--- config.mk ---
export PLATFORM = sky130hd
export DESIGN_NAME = serial_shift_ctrl
export DESIGN_NICKNAME = d
export VERILOG_FILES = /design/src/rtl/shift_ctrl_pkg.sv /design/src/rtl/shift_reg_piso.sv /design/src/rtl/serial_shift_ctrl.sv
export SDC_FILE = /design/constraint.sdc
export NUM_CORES = 1
export LEC_CHECK = 0
export CAP_MARGIN = 40
export CORE_MARGIN = 1
export CORE_UTILIZATION = 53
export CTS_BUF_LIST = sky130_fd_sc_hd__clkbuf_2
export DETAILED_ROUTE_END_ITERATION = 16
export GPL_TIMING_DRIVEN = 0
export PLACE_DENSITY = 0.81
export REMOVE_ABC_BUFFERS = 1
export SKIP_LAST_GASP = 1
export SYNTH_ARGS = -nofsm -noshare
export SYNTH_HDL_FRONTEND = slang
export SYNTH_HIERARCHICAL = 1
export SYNTH_SLANG_ARGS = --single-unit
--- constraint.sdc ---
create_clock -name clk -period 2.1 [get_ports clk]
set_input_delay 0.42 -clock clk [delete_from_list [all_inputs] [get_ports clk]]
set_output_delay 0.42 -clock clk [all_outputs]
set_load 0.05 [all_outputs]
--- src/rtl/shift_ctrl_pkg.sv ---
// Shared types and width helpers for the serial shift controller.
package shift_ctrl_pkg;

    typedef enum logic [1:0] {
        IDLE  = 2'd0,
        SHIFT = 2'd1,
        DONE  = 2'd2
    } shift_state_t;

    // Counter width for a count of n, never narrower than one bit.
    function automatic int unsigned cnt_width(input int unsigned n);
        return (n <= 32'd2) ? 32'd1 : 32'($clog2(n));
    endfunction

endpackage

--- src/rtl/shift_reg_piso.sv ---
// Parallel-load, serial-out, left-shift register; MSB is the serial bit.
module shift_reg_piso #(
    parameter int unsigned WIDTH = 8
) (
    input  logic             clk,
    input  logic             reset,
    input  logic             load,
    input  logic [WIDTH-1:0] load_data,
    input  logic             shift_en,
    output logic             msb
);

    logic [WIDTH-1:0] sr_q;
    logic [WIDTH-1:0] sr_d;

    // Load has priority; shifting fills zeros so a finished frame leaves 0.
    always_comb begin
        sr_d = sr_q;
        if (load) begin
            sr_d = load_data;
        end else if (shift_en) begin
            sr_d = {sr_q[WIDTH-2:0], 1'b0};
        end
    end

    always_ff @(posedge clk) begin
        if (reset) begin
            sr_q <= '0;
        end else begin
            sr_q <= sr_d;
        end
    end

    assign msb = sr_q[WIDTH-1];

endmodule

--- src/rtl/serial_shift_ctrl.sv ---
// Word-to-serial sequencer: accepts a word, shifts it out MSB-first at
// DIV clocks per bit, strobing bit_tick and pulsing done at frame end.
module serial_shift_ctrl
    import shift_ctrl_pkg::*;
#(
    parameter int unsigned WIDTH = 8,
    parameter int unsigned DIV   = 4
) (
    input  logic             clk,
    input  logic             reset,
    input  logic             in_valid,
    input  logic [WIDTH-1:0] in_data,
    output logic             in_ready,
    output logic             ser_out,
    output logic             bit_tick,
    output logic             busy,
    output logic             done
);

    localparam int unsigned DIV_W = cnt_width(DIV);
    localparam int unsigned BIT_W = cnt_width(WIDTH);

    shift_state_t     state_q;
    shift_state_t     state_d;
    logic [DIV_W-1:0] div_cnt_q;
    logic [DIV_W-1:0] div_cnt_d;
    logic [BIT_W-1:0] bit_cnt_q;
    logic [BIT_W-1:0] bit_cnt_d;
    logic             load;
    logic             shift_en;

    always_ff @(posedge clk) begin
        if (reset) begin
            state_q   <= IDLE;
            div_cnt_q <= '0;
            bit_cnt_q <= '0;
        end else begin
            state_q   <= state_d;
            div_cnt_q <= div_cnt_d;
            bit_cnt_q <= bit_cnt_d;
        end
    end

    // Next-state and outputs, all decoded from registered state; in_ready
    // is additionally masked by reset so nothing is accepted during reset.
    always_comb begin
        state_d   = state_q;
        div_cnt_d = div_cnt_q;
        bit_cnt_d = bit_cnt_q;
        load      = 1'b0;
        shift_en  = 1'b0;
        in_ready  = 1'b0;
        bit_tick  = 1'b0;
        busy      = 1'b0;
        done      = 1'b0;

        case (state_q)
            IDLE: begin
                in_ready = !reset;
                if (in_valid && !reset) begin
                    load      = 1'b1;
                    state_d   = SHIFT;
                    bit_cnt_d = BIT_W'(WIDTH - 1);
                    div_cnt_d = DIV_W'(DIV - 1);
                end
            end
            SHIFT: begin
                busy = 1'b1;
                if (div_cnt_q == '0) begin
                    bit_tick  = 1'b1;
                    shift_en  = 1'b1;
                    div_cnt_d = DIV_W'(DIV - 1);
                    if (bit_cnt_q == '0) begin
                        state_d = DONE;
                    end else begin
                        bit_cnt_d = bit_cnt_q - BIT_W'(1);
                    end
                end else begin
                    div_cnt_d = div_cnt_q - DIV_W'(1);
                end
            end
            DONE: begin
                busy    = 1'b1;
                done    = 1'b1;
                state_d = IDLE;
            end
            default: begin
                state_d = IDLE;
            end
        endcase
    end

    shift_reg_piso #(
        .WIDTH(WIDTH)
    ) u_piso (
        .clk       (clk),
        .reset     (reset),
        .load      (load),
        .load_data (in_data),
        .shift_en  (shift_en),
        .msb       (ser_out)
    );

endmodule

==> run metrics <==
area leader, netlist=dfxtp_1; Setup crit end kind=output port; syn_area_per_cell=9.485 µm²; clk_lat worst skew=0.29 ns; synthesized instance count=93; outcome=finished clean; critical path type=reg2out; Finished Cell Area=1033 µm²; filler cell count=127; Max FO, Critical Path=4; slowest stage delay, CP=0.52 ns; Pwr Density=1441 nW/µm²; Critical Path RT=1.68 ns; Comb power frac=0.613; Pleak=0.4122 nW; switching share of total power=0.4743; Largest delay share family, worst path=buffers and inverters; final setup violation count=0; most common flop cell mapped by yosys=dfxtp_1; worst slew pin tran=0.6540 ns; post-place setup slack=-0.4981 ns; simple-gate share of the synthesized area=0.1986; top post-synthesis cells by area=dfxtp_1, a211oi_1, ha_1, mux2i_1, nor2b_1; largest family of logic cells by synthesized area=simple AND/OR/NAND/NOR gates; GRT overflow=0; Tmin final=2.009 ns; Critical Path AT=1.59 ns; DRT iter0 DRCs=11; crit-path cells=inv_1 > ha_2 > dlygate4sd2_1; peak supply drop=1.087 mV; Post-DP HPWL=1177 µm; sequential area share after synthesis=0.3404; Chip Width=42.80 µm; share of the synthesized area in the top cell type=0.3404; Yosys reg bits=15; share of layout cells above drive strength 1=0.1009; antenna violations before repair=0; adder-cell area share of the yosys netlist=0.09929; Synth top cells by count=dfxtp_1, a211oi_1, inv_1; Worst path slowest cell=dlygate4sd2_1; GPL Wtd Cong=0.7230; Sequential Power Share=0.290; xor/xnor share of the synthesized area=0; Overall Global Routing Usage=0.2088; pin count of the biggest net entering global routing=20; port bufs=15; clk slew on worst S/H paths=0.16 ns; final total power=1.489 mW; total number of vias=700; Synth async-reset ratio=0; most numerous cell in the Yosys netlist=dfxtp_1; drt wl/cell=13.02 µm; I/O pins=16; Synth Area in Compound Gates=0.1915; core area=1524 µm²; Final nets=128; net switching power=706.4 µW; DP Area=1023 µm²; global-route wire length before repair=2980 µm; root buffer cell=clkbuf_2; post-route ant nets=0; YS warnings=6; Max clock buf depth=2; Final WS setup=0.09122 ns; htree depth=1; HP Class=reg2reg; Cell variety after synth=28; unrepaired setup endpoints after global routing=true; cts hold-fix bufs=0; Internal Pwr Total=783.0 µW; Worst Clk Skew=0.01511 ns; max-slew violation count=0; DRC viols=0; CTS resizes=11; Area Growth Syn to Fin=17.16%; vias in the first global route=700; First-pass DRT Iterations=4; clock share of power=0.097; final hold vios=0; Post-CTS Setup Bufs=0; Die Y=42.80 µm; initial core utilization=0.5788; detailed-route wire length=1627 µm; Die Area=1831 µm²; CTS tree=built; maxcap violations=0; Worst Setup Start Kind=register; Setup TNS=0 ns; # rows=14; Post-synth EDFFs=0; share of synthesized area spent on multiplexers=0.09078; vias per std cell=5.600; CP bufs+invs=2; worst rel slew slack=0.5640; diodes inserted=0; Num CTS Buffers=3; clock sink total=15; period utilization=0.9566; Post-Syn Area=882.1 µm²; fmax=0.4978 GHz
-- through the flow --
| stage | hold slack, ns | cells | utilization |
|---|---|---|---|
| CTS | 0.5324 | 125 | 0.6798 |
| detailed placement | 0.5085 | 121 | 0.6716 |
| global route | 0.5589 | 125 | 0.6782 |
| finish | 0.5313 | 125 | 0.6782 |
| floorplan | 0.4592 | 90 | - |
| global placement | 0.4900 | 121 | 0.6716 |
-- layout make-up --
type | count | area [µm²] | area share
multi-input cells | 64 | 515.5 | 0.4988
well taps | 16 | 20.02 | 0.01937
clock buffers | 4 | 20.02 | 0.01937
inverters | 11 | 41.29 | 0.03995
flip-flops and latches | 15 | 300.3 | 0.2906
repair buffers | 15 | 136.4 | 0.1320
-- routing by layer --
metal,GRT usage,vias to the layer above,share of wire,wire [µm]
li1,-,364,-,-
met1,0.2974,319,0.51,830
met2,0.3121,15,0.44,724
met3,0.03830,2,0.039,64
met4,0.07500,0,0.0049,8
met5,0,-,0,0
-- worst paths after layout --
path / from / end / slack [ns] / cells past startpoint
min reg2reg: state_q[0] / state_q[0] / 0.53 / 2
max: state_q[0] / busy / 0.09 / 3
max reg2reg: state_q[1] / bit_cnt_q[0] / 0.39 / 5
min: state_q[0] / state_q[0] / 0.53 / 2
-- cells by family (layout without fill, tap and decap cells) --
kind of cell / Yosys count / in the layout
simple gates: 28 / 28
fa+ha+maj: 7 / 7
mux: 8 / 8
compound gates: 21 / 21
flops: 15 / 15
buf+inv: 14 / 30
-- worst reg2reg max path, delay by kind of cell, from the launching register on --
family | cells | cell delay (ns)
and+or+nand+nor | 1 | 0.18
DFF | 1 | 0.38
AOI/OAI and AO/OA | 2 | 0.71
adders and majority gates | 1 | 0.29
buffers and inverters | 1 | 0.09
-- sequential cells by signal (all words and copies together) (netlist names) --
| register | flops |
|---|---|
| u_piso/sr_q | 8 |
| bit_cnt_q | 3 |
| state_q | 2 |
| div_cnt_q | 2 |
-- placed cells by master, fill, tap and decap left out, types with 2 or more instances in the layout --
master,n
a211oi_1,12
mux2i_1,8
dlygate4sd2_1,3
and3b_1,2
ha_1,6
nand3_1,2
nor3_1,2
inv_1,11
clkdlybuf4s50_1,10
dfxtp_1,15
a21oi_1,2
buf_2,2
nand2b_1,3
nor2b_1,10
clkbuf_2,4
nor2_1,3
-- power by group through the flow --
stage	logic (mW)	clock network [mW]	registers [mW]
finish	0.913	0.144	0.432
global route	1.02	0.159	0.444
CTS	0.919	0.152	0.431
detailed placement	0.944	0	0.437
global placement	0.923	0	0.433
floorplan	0.728	0	0.441
Power figures use the tool's default switching activity.
